==> config.mk <==
export PLATFORM = sky130hd
export DESIGN_NAME = ex_dmem_arbiter
export DESIGN_NICKNAME = d
export VERILOG_FILES = /design/src/rtl/ex_dmem_arbiter_pkg.sv /design/src/rtl/ex_dmem_arbiter_sat_counter.sv /design/src/rtl/ex_dmem_arbiter.sv
export SDC_FILE = /design/constraint.sdc
export NUM_CORES = 1
export LEC_CHECK = 0
export ABC_AREA = 1
export CAP_MARGIN = 20
export CORE_MARGIN = 1.5
export CORE_UTILIZATION = 45
export DETAILED_ROUTE_END_ITERATION = 8
export PLACE_DENSITY_LB_ADDON = 0.1
export SLEW_MARGIN = 20
export SYNTH_ARGS = -nofsm -noshare
export SYNTH_HDL_FRONTEND = slang
export SYNTH_HIERARCHICAL = 1
export SYNTH_SLANG_ARGS = --single-unit
==> constraint.sdc <==
create_clock -name clk -period 2.5 [get_ports clk]
set_input_delay 0.25 -clock clk [delete_from_list [all_inputs] [get_ports clk]]
set_output_delay 0.25 -clock clk [all_outputs]
set_load 0.1 [all_outputs]
==> src/rtl/ex_dmem_arbiter_pkg.sv <==
`default_nettype none
// ============================================================================
// Module   : ex_dmem_arbiter_pkg
// Brief    : Shared encodings for the EX data-SRAM arbiter: FSM states,
//            one-hot grant tags and the stall-request levels.
// Revision : 1.0 - initial release
// ============================================================================
package ex_dmem_arbiter_pkg;

  // Arbiter FSM states
  typedef enum logic [0:0] {
    EXARB_IDLE   = 1'b0,
    EXARB_SECOND = 1'b1
  } exarb_state_e;

  // One-hot owner of the current SRAM access
  localparam logic [1:0] GRANT_NONE = 2'b00;
  localparam logic [1:0] GRANT_S1   = 2'b01;
  localparam logic [1:0] GRANT_S2   = 2'b10;

  // Stall request levels toward CTRL
  localparam logic STOP    = 1'b1;
  localparam logic NO_STOP = 1'b0;

endpackage
`default_nettype wire

==> src/rtl/ex_dmem_arbiter_sat_counter.sv <==
`default_nettype none
// ============================================================================
// Module   : sat_counter
// Brief    : Saturating up-counter with increment enable. Holds at all-ones
//            instead of wrapping.
// Revision : 1.0 - initial release
// ============================================================================
module sat_counter #(
  parameter int W = 32
) (
  input  logic         clk,
  input  logic         rst,
  input  logic         inc,
  output logic [W-1:0] count
);

  // Count enabled events, sticking at the maximum value
  always_ff @(posedge clk or negedge rst) begin
    if (!rst) begin
      count <= '0;
    end else if (inc && (count != {W{1'b1}})) begin
      count <= count + W'(1);
    end
  end

endmodule
`default_nettype wire

==> src/rtl/ex_dmem_arbiter.sv <==
`default_nettype none
// ============================================================================
// Module   : ex_dmem_arbiter
// Brief    : Shares the single data-SRAM port between the two EX issue slots.
//            A lone request passes straight through; a dual request issues
//            slot 1 first, parks slot 2 in a pending register and issues it
//            one cycle later while the pipeline is stalled.
// Revision : 1.0 - initial release
// ============================================================================
module ex_dmem_arbiter
  import ex_dmem_arbiter_pkg::*;
#(
  parameter int ADDR_W = 32,
  parameter int DATA_W = 32,
  parameter int CNT_W  = 32
) (
  input  logic              clk,
  input  logic              rst,
  input  logic              flush,
  input  logic              hold,
  input  logic              s1_en,
  input  logic [3:0]        s1_wen,
  input  logic [ADDR_W-1:0] s1_addr,
  input  logic [DATA_W-1:0] s1_wdata,
  input  logic              s2_en,
  input  logic [3:0]        s2_wen,
  input  logic [ADDR_W-1:0] s2_addr,
  input  logic [DATA_W-1:0] s2_wdata,
  output logic              data_sram_en,
  output logic [3:0]        data_sram_wen,
  output logic [ADDR_W-1:0] data_sram_addr,
  output logic [DATA_W-1:0] data_sram_wdata,
  output logic [1:0]        grant,
  output logic              stallreq_for_ex,
  output logic              pending,
  output logic [CNT_W-1:0]  conflict_cnt
);

  localparam int PEND_W = 4 + ADDR_W + DATA_W;

  exarb_state_e      state;
  logic [PEND_W-1:0] pend_q;     // captured {wen, addr, wdata} of slot 2
  logic              pending_q;
  logic              dual_req;
  logic              capture;

  assign dual_req = s1_en & s2_en;
  // A conflict is only taken when nothing blocks the slot-1 access this cycle
  assign capture  = ~flush & ~hold & dual_req & (state == EXARB_IDLE);
  assign pending  = pending_q;

  // Select which request drives the SRAM port this cycle
  always_comb begin
    data_sram_en    = 1'b0;
    data_sram_wen   = '0;
    data_sram_addr  = '0;
    data_sram_wdata = '0;
    grant           = GRANT_NONE;
    stallreq_for_ex = NO_STOP;
    if (!flush) begin
      if (state == EXARB_SECOND) begin
        if (hold) begin
          // Keep the pipeline frozen until the parked access can go out
          stallreq_for_ex = STOP;
        end else begin
          data_sram_en = 1'b1;
          {data_sram_wen, data_sram_addr, data_sram_wdata} = pend_q;
          grant        = GRANT_S2;
        end
      end else if (!hold) begin
        if (s1_en) begin
          data_sram_en    = 1'b1;
          data_sram_wen   = s1_wen;
          data_sram_addr  = s1_addr;
          data_sram_wdata = s1_wdata;
          grant           = GRANT_S1;
          stallreq_for_ex = s2_en ? STOP : NO_STOP;
        end else if (s2_en) begin
          data_sram_en    = 1'b1;
          data_sram_wen   = s2_wen;
          data_sram_addr  = s2_addr;
          data_sram_wdata = s2_wdata;
          grant           = GRANT_S2;
        end
      end
    end
  end

  // Arbiter FSM: park slot 2 on a conflict, release it once hold drops
  always_ff @(posedge clk or negedge rst) begin
    if (!rst) begin
      state     <= EXARB_IDLE;
      pend_q    <= '0;
      pending_q <= 1'b0;
    end else if (flush) begin
      state     <= EXARB_IDLE;
      pend_q    <= '0;
      pending_q <= 1'b0;
    end else begin
      case (state)
        EXARB_IDLE: begin
          if (capture) begin
            state     <= EXARB_SECOND;
            pend_q    <= {s2_wen, s2_addr, s2_wdata};
            pending_q <= 1'b1;
          end
        end
        EXARB_SECOND: begin
          if (!hold) begin
            state     <= EXARB_IDLE;
            pend_q    <= '0;
            pending_q <= 1'b0;
          end
        end
        default: begin
          state     <= EXARB_IDLE;
          pend_q    <= '0;
          pending_q <= 1'b0;
        end
      endcase
    end
  end

  sat_counter #(
    .W (CNT_W)
  ) u_conflict_cnt (
    .clk   (clk),
    .rst   (rst),
    .inc   (capture),
    .count (conflict_cnt)
  );

endmodule
`default_nettype wire

==> results.rst, run 1 <==
.. list-table::
   :header-rows: 1

   * - Metric
     - Value
   * - CP Launch Type
     - flip-flop
   * - Initial antenna violation count
     - 0
   * - CTS clock-pin slew for the worst setup and hold paths
     - 0.07 ns
   * - Hold crit path type
     - input pin to flip-flop
   * - Post-placement cell count
     - between 1000 and 1500
   * - Fraction of layout cells with a size suffix above 1
     - approximately a fifth
   * - Cell at the root of the clock tree
     - clkbuf_16
   * - First-pass GRT wire length
     - 35500 µm
   * - Worst-case reg-to-reg path depth
     - 9
   * - Share of the clock period used by the worst path after layout
     - between 90% and 100%
   * - Via count of the first global-routing pass
     - ~7000
   * - Maximum count of clock buffers along a single path
     - 2
   * - Global placer's final weighted congestion
     - approximately 0.92
   * - Yosys warnings
     - 6
   * - Fin. Hold Viols
     - 0
   * - Final-stage net count
     - between 1000 and 1500
   * - Horizontal extent of the die
     - 122 µm
   * - Initial cell density of the core
     - 46.2%
   * - Final number of max-transition violations
     - 0
   * - HPWL Detailed
     - 15600 µm
   * - Number of distinct standard cells referenced by the synthesized netlist
     - 28
   * - Total of buffers placed on input and output ports
     - 246
   * - Proportion of synthesized chip area in sequential cells
     - 39.8%
   * - Time the worst path needs with I/O delays and setup
     - around 2.3 ns
   * - Synthesized area per cell
     - around 6.7 µm²
   * - Number of setup violations in the final report
     - 0
   * - Unrepaired setup endpoints after global routing
     - no
   * - CTS tree
     - done
   * - Post-detailed-route wirelength per cell
     - 16.3 µm
   * - Transition time at the pin with the least slew margin
     - 0.659 ns
   * - Maximum fanout encountered on the critical timing path
     - 30
   * - Class of the most critical setup path
     - flip-flop to output pin
   * - Req. time, crit path
     - 2.25 ns
   * - Post-Route WL
     - around 22000 µm
   * - Upper clock frequency limit
     - 438 MHz
   * - Endpoint of the worst hold-timing path
     - pend_q[53]$_DFFE_PN0P_
   * - Crit path from
     - state$_DFF_PN0_
   * - Post-synth net total
     - 1102
   * - DP Area
     - 9870 µm²
   * - Syn-to-layout area delta
     - 59.0%
   * - Count of boundary I/O pins
     - about 250
   * - Post-route cell area
     - 10200 µm²
   * - Post-synthesis cell area
     - 6410 µm²
   * - Clock insertion delay at the later pin of the skew report
     - 0.35 ns
   * - Count of state elements after synthesis
     - 102
   * - Antenna cell count
     - 0
   * - Number of sinks on the clock net
     - between 100 and 150
   * - Max Clock Skew
     - 0.00709 ns
   * - Floorplan die height
     - around 120 µm
   * - Post-DRT Antenna Nets
     - 0
   * - Global-route usage over all layers
     - between 30% and 40%
   * - VDD IR max
     - around 0.0009 V
   * - Worst hold slack across all endpoints
     - between 0.4 and 0.5 ns
   * - Origin of the worst min-delay path
     - s2_addr[21]
   * - Maximum level of the CTS H-tree
     - 3
   * - Total power draw
     - 4.90 mW
   * - Post-route DRC
     - 0
   * - Resize count post-CTS
     - 0
   * - Leakage component of the power
     - around 4.3 nW
   * - GRT Residual Overflow
     - 0
   * - TritonCTS buffer count
     - 9
   * - Number of DRC violations after detailed-routing iteration 0
     - between 400 and 500
   * - Terminus of the critical flop-to-flop path
     - u_conflict_cnt/count[18]$_DFFE_PN0P_
   * - # rows
     - 43
   * - Rel. slew slack
     - a little under three fifths
   * - Number of max-cap violations
     - 0
   * - Status
     - finished, final reports clean
   * - Post-DR vias/cell
     - between 5 and 6
   * - 1st-pass router iterations
     - 5
   * - Total core area
     - 13900 µm²
   * - Power per Cell Area
     - 481 nW/µm²
   * - Maximum number of pins on one net before global-route repair
     - 70
   * - Worst R2R Setup Slack
     - 0.46 ns
   * - Synth Instances
     - 959
   * - Area of the die
     - 15000 µm²
   * - Final cell count without fillers
     - approximately 1400
   * - Detailed-route via count
     - about 7300
   * - Worst hold stages
     - 3
   * - Arrival time worst endpoint
     - 2.03 ns
   * - R2r startpoint
     - state$_DFF_PN0_
   * - Sort of element at the end of the critical path
     - output pin
-- area by class of cell --
type	instances	area, µm²
Tap cell	180	225
Sequential cell	102	2550
Timing Repair Buffer	263	3320
Inverter	34	128
Clock buffer	12	256
Fill cell	1143	3690
Multi-Input combinational cell	764	3650
Clock inverter	4	45.0
-- cells in the mapped netlist, drive strengths merged --
master	instances	share of area (%)
a21oi	134	10
a31oi	1	0.098
buf	33	3.9
clkbuf	26	1.6
dfrtp	102	40
ha	1	0.20
inv	34	2.0
nand2	411	24
nand3	27	2.1
nand3b	8	0.94
nand4	11	1.1
nor2	65	4.5
nor3	3	0.41
o21ai	93	7.3
o21bai	1	0.12
or2	1	0.098
xnor2	7	0.96
xor2	1	0.14
-- registers in the layout (all words and copies together), names as in the netlist --
register,cells
pend_q,68
u_conflict_cnt/count,32
pending,1
state,1
-- placed cells by master (no fill, tap or decap), drive strengths merged --
master and n:
nor2 65, nand3 27, ha 1, bufinv 1
nor3 3, dlygate4sd3 1, clkdlybuf4s50 139, nand2 411
a31oi 1, buf 123, or2 1, dfrtp 102
inv 34, clkinv 3, nand3b 8, nand4 11
clkbuf 12, xnor2 7, xor2 1, a21oi 134
o21bai 1, o21ai 93
-- metal layers --
metal  global-route usage (%)  wire (µm)  up-vias  part of all wire (%)
li1                         -          -     3547                     -
met1                     38.1       9080     3459                    41
met2                     51.4      10900      275                    49
met3                     4.97       1510       50                   6.8
met4                     11.6        648        0                   2.9
met5                        0          0        -                     0
-- critical path, stage by stage (launching register included) --
cell and delay, ns:
dfrtp_2 0.43, inv_2 0.43, buf_4 0.29, o21ai_0 0.11
a21oi_2 0.21, buf_12 0.20
-- worst max-delay path by stage --
stage,slack (ns),cells after the start,end
CTS,0.21,5,data_sram_wdata[15]
global placement,0.23,10,u_conflict_cnt/count[26]$_DFFE_PN0P_
detailed placement,0.18,10,u_conflict_cnt/count[18]$_DFFE_PN0P_
finish,0.22,5,data_sram_wdata[15]
global route,0.12,5,data_sram_wdata[15]
floorplan,-0.01,4,data_sram_en
-- cells by family after synthesis --
family                   after synthesis  synth area share (%)
AND/OR/NAND/NOR                      526                  33.5
AO/OA/AOI/OAI                        229                  17.9
flip-flops                           102                  39.8
buffers and inverters                 93                  7.44
XOR/XNOR                               8                  1.09
adder cells (fa/ha/maj)                1                 0.195
-- where the power goes --
part	leakage, nW	internal (mW)	switching (mW)
Sequential	1.39	1.74	0.0706
Combinational	2.77	0.592	1.04
Clock	0.152	0.827	0.634
Total	4.31	3.16	1.74
-- stage by stage --
| step | setup TNS [ns] | util (%) | setup slack (ns) |
|---|---|---|---|
| 2_1_floorplan | -0.0224 | - | -0.0137 |
| 3_3_place_gp | 0 | 71.1 | 0.234 |
| 3_5_place_dp | 0 | 71.1 | 0.182 |
| 4_1_cts | 0 | 73.4 | 0.206 |
| 5_1_grt | 0 | 73.4 | 0.115 |
| 6_report | 0 | 73.4 | 0.215 |
-- repair_timing --
| item | 4_1_cts | 5_1_grt |
|---|---|---|
| endpoints found under the hold margin | 47 | 0 |
| endpoints found under the setup margin | 0 | 0 |
| hold buffers | 1 | 0 |
| buffers inserted | 0 | 0 |
(Power assumes the default switching activity.)
==> run 2: changes to the inputs <==
--- a/config.mk
+++ b/config.mk
@@ -8,10 +8,11 @@
 export ABC_AREA = 1
 export CAP_MARGIN = 20
 export CORE_MARGIN = 1.5
-export CORE_UTILIZATION = 45
+export CORE_UTILIZATION = 64
 export DETAILED_ROUTE_END_ITERATION = 8
+export DONT_BUFFER_PORTS = 1
 export PLACE_DENSITY_LB_ADDON = 0.1
-export SLEW_MARGIN = 20
+export SLEW_MARGIN = 0
 export SYNTH_ARGS = -nofsm -noshare
 export SYNTH_HDL_FRONTEND = slang
 export SYNTH_HIERARCHICAL = 1
==> run 2 against run 1 <==
  * The run now ends with negative hold slack left
  * Clock power down 31%
  * Sequential power about the same
  * Final area down 14%
==> results.rst, run 2 (same netlist as run 1, synthesis figures left out) <==
.. list-table::
   :header-rows: 1

   * - Metric
     - Value
   * - Status
     - complete, but fails checks
   * - Violations in the final reports
     - negative hold slack
   * - Number of DRC violations after detailed-routing iteration 0
     - 701 (+69%)
   * - # rows
     - 36 (-16%)
   * - Leakage component of the power
     - 3.74 nW (-13%)
   * - Initial cell density of the core
     - 65.9% (+20 points)
   * - TritonCTS buffer count
     - 9 (unchanged)
   * - Worst-case reg-to-reg path depth
     - 8 (-1)
   * - Transition time at the pin with the least slew margin
     - 0.971 ns (+0.312 ns)
   * - GRT Residual Overflow
     - 0 (unchanged)
   * - Initial antenna violation count
     - 1 (+1)
   * - Fraction of layout cells with a size suffix above 1
     - 21.4% (+1.9 points)
   * - Max Clock Skew
     - 0.0101 ns (+0.00297 ns)
   * - Sort of element at the end of the critical path
     - output pin
   * - Post-DRT Antenna Nets
     - 0 (unchanged)
   * - Class of the most critical setup path
     - flip-flop to output pin
   * - Maximum level of the CTS H-tree
     - 3 (unchanged)
   * - Final number of max-transition violations
     - 0 (unchanged)
   * - Cell at the root of the clock tree
     - clkbuf_8
   * - Post-route DRC
     - 0 (unchanged)
   * - CTS tree
     - done
   * - Unrepaired setup endpoints after global routing
     - no
   * - CP max stage delay
     - 0.57 ns (+0.14 ns)
   * - Cell breakdown of the critical path
     - inv_2, buf_4, o21ai_0, a21oi_2, buf_12
   * - Upper clock frequency limit
     - 414 MHz (-5.5%)
   * - Via count of the first global-routing pass
     - 7345 (+6.0%)
   * - Time the worst path needs with I/O delays and setup
     - 2.42 ns (+0.133 ns)
   * - Number of setup violations in the final report
     - 0 (unchanged)
   * - Maximum count of clock buffers along a single path
     - 2 (unchanged)
   * - Detailed-route via count
     - 7766 (+5.9%)
   * - Floorplan die height
     - 103 µm (-16%)
   * - Syn-to-layout area delta
     - 36.2%
   * - Count of boundary I/O pins
     - 247 (unchanged)
   * - Total of buffers placed on input and output ports
     - 0 (-100%)
   * - Area of the die
     - 10600 µm² (-29%)
   * - Total core area
     - 9730 µm² (-30%)
   * - Number of sinks on the clock net
     - 102 (unchanged)
   * - Rel. slew slack
     - 35.3% (-21 points)
   * - Fin. Hold Viols
     - 103 (+103)
   * - VDD IR max
     - 0.000740 V (-18%)
   * - Global placer's final weighted congestion
     - 1.04 (+13%)
   * - Commonest cells after routing, fill and taps aside
     - nand2_1, dfrtp_1, buf_12
   * - Register containing the most flip-flops in the final layout
     - pend_q
   * - Arrival time worst endpoint
     - 2.17 ns (+0.14 ns)
   * - DP Area
     - 8290 µm² (-16%)
   * - Count of fill cells added during filler insertion
     - 460 (-60%)
   * - CP Launch Type
     - flip-flop
   * - Final-stage net count
     - 1196 (-9.2%)
   * - First-pass GRT wire length
     - 36200 µm (+1.7%)
   * - 1st-pass router iterations
     - 8 (+3)
   * - Slowest stage cell on the critical path
     - dfrtp_2
   * - CTS clock-pin slew for the worst setup and hold paths
     - 0.11 ns (+0.04 ns)
   * - Total power draw
     - 4.20 mW (-14%)
   * - Number of max-cap violations
     - 0 (unchanged)
   * - Clock insertion delay at the later pin of the skew report
     - 0.37 ns (+0.02 ns)
   * - Share of the clock period used by the worst path after layout
     - 96.7% (+5.3 points)
   * - Post-Route WL
     - 24500 µm (+10%)
   * - Worst R2R Setup Slack
     - 0.39 ns (-0.07 ns)
   * - Maximum number of pins on one net before global-route repair
     - 103 (+47%)
   * - Top Registers
     - pend_q x68, u_conflict_cnt/count x32
   * - Maximum fanout encountered on the critical timing path
     - 27 (-10%)
   * - Power per Cell Area
     - 481 nW/µm² (about the same)
   * - Terminus of the critical flop-to-flop path
     - u_conflict_cnt/count[26]$_DFFE_PN0P_
   * - HPWL Detailed
     - 15500 µm (-0.78%)
   * - Most common cell after layout, fill and taps aside
     - nand2_1
   * - R2r startpoint
     - state$_DFF_PN0_
   * - Post-route cell area
     - 8730 µm² (-14%)
   * - Worst hold slack across all endpoints
     - -0.438 ns (-0.901 ns)
   * - Global-route usage over all layers
     - 44.2% (+14 points)
   * - Post-detailed-route wirelength per cell
     - 20.5 µm (+26%)
   * - Hold crit path type
     - input pin to async pin
   * - Post-DR vias/cell
     - 6.52 (+21%)
   * - Req. time, crit path
     - 2.25 ns (about the same)
   * - Number of flip-flops under the largest register name
     - 68 (unchanged)
   * - Horizontal extent of the die
     - 103 µm (-16%)
## run 2: cell count changes in the layout (fill, tap and decap cells not counted), sizes merged
cell           delta
bufinv            -1
clkbuf            -1
inv               +2
diode             +1
clkinvlp          +3
clkinv            -3
dlygate4sd3      +24
clkdlybuf4s50   -139
buf               -6
## run 2: worst max-delay path, delay by kind of cell (launching register included)
kind,cells,cell delay [ns]
buffers and inverters,3,0.83
flip-flops,1,0.57
AO/OA/AOI/OAI,2,0.40
## run 2: per-stage QoR
stage | setup WS, ns | std cells | TNS, ns | util [%]
after floorplan | -0.0137 | 959 | -0.0224 | -
after global placement | 0.638 | 1150 | 0 | 85.2
after detailed placement | 0.543 | 1150 | 0 | 85.2
after CTS | 0.151 | 1186 | 0 | 89.1
after global routing | 0.0157 | 1192 | 0 | 89.7
final | 0.0824 | 1192 | 0 | 89.7
## run 2: metal layers
layer  vias to the layer above  share of wire [%]  global-route usage, %
met4                         0                7.3                   26.3
met1                      3567                 33                   50.9
li1                       3298                  -                      -
met2                       698                 48                   73.0
met3                       203                 12                   13.4
met5                         -                  0                      0
## run 2: what timing repair did
action / CTS / global route
hold buffers: 20 / 5
setup buffers: 0 / 0
setup endpoints to repair: 0 / 1
endpoints found under the hold margin: 122 / 107
gates resized for setup: 0 / 1
## run 2: final cells by class
type | instances | area [µm²] | share of cell area, %
Antenna cell | 1 | 2.50 | 0.0287
Inverter | 34 | 128 | 1.46
Timing Repair Buffer | 142 | 2030 | 23.3
Sequential cell | 102 | 2550 | 29.3
Tap cell | 133 | 166 | 1.91
Clock buffer | 11 | 141 | 1.62
Clock inverter | 5 | 40.0 | 0.459
Multi-Input combinational cell | 764 | 3660 | 42.0
## run 2: power by group
group	internal (mW)	switching (mW)
clock network	0.398	0.609
registers	1.74	0.0766
logic	0.409	0.969
## run 2: worst max-delay path by stage
stage          cells past startpoint             from             endpoint
2_1_floorplan                      4  state$_DFF_PN0_         data_sram_en
3_3_place_gp                       5  state$_DFF_PN0_  data_sram_wdata[15]
3_5_place_dp                       5  state$_DFF_PN0_  data_sram_wdata[13]
4_1_cts                            5  state$_DFF_PN0_  data_sram_wdata[13]
5_1_grt                            5  state$_DFF_PN0_    data_sram_addr[9]
6_report                           5  state$_DFF_PN0_   data_sram_addr[12]
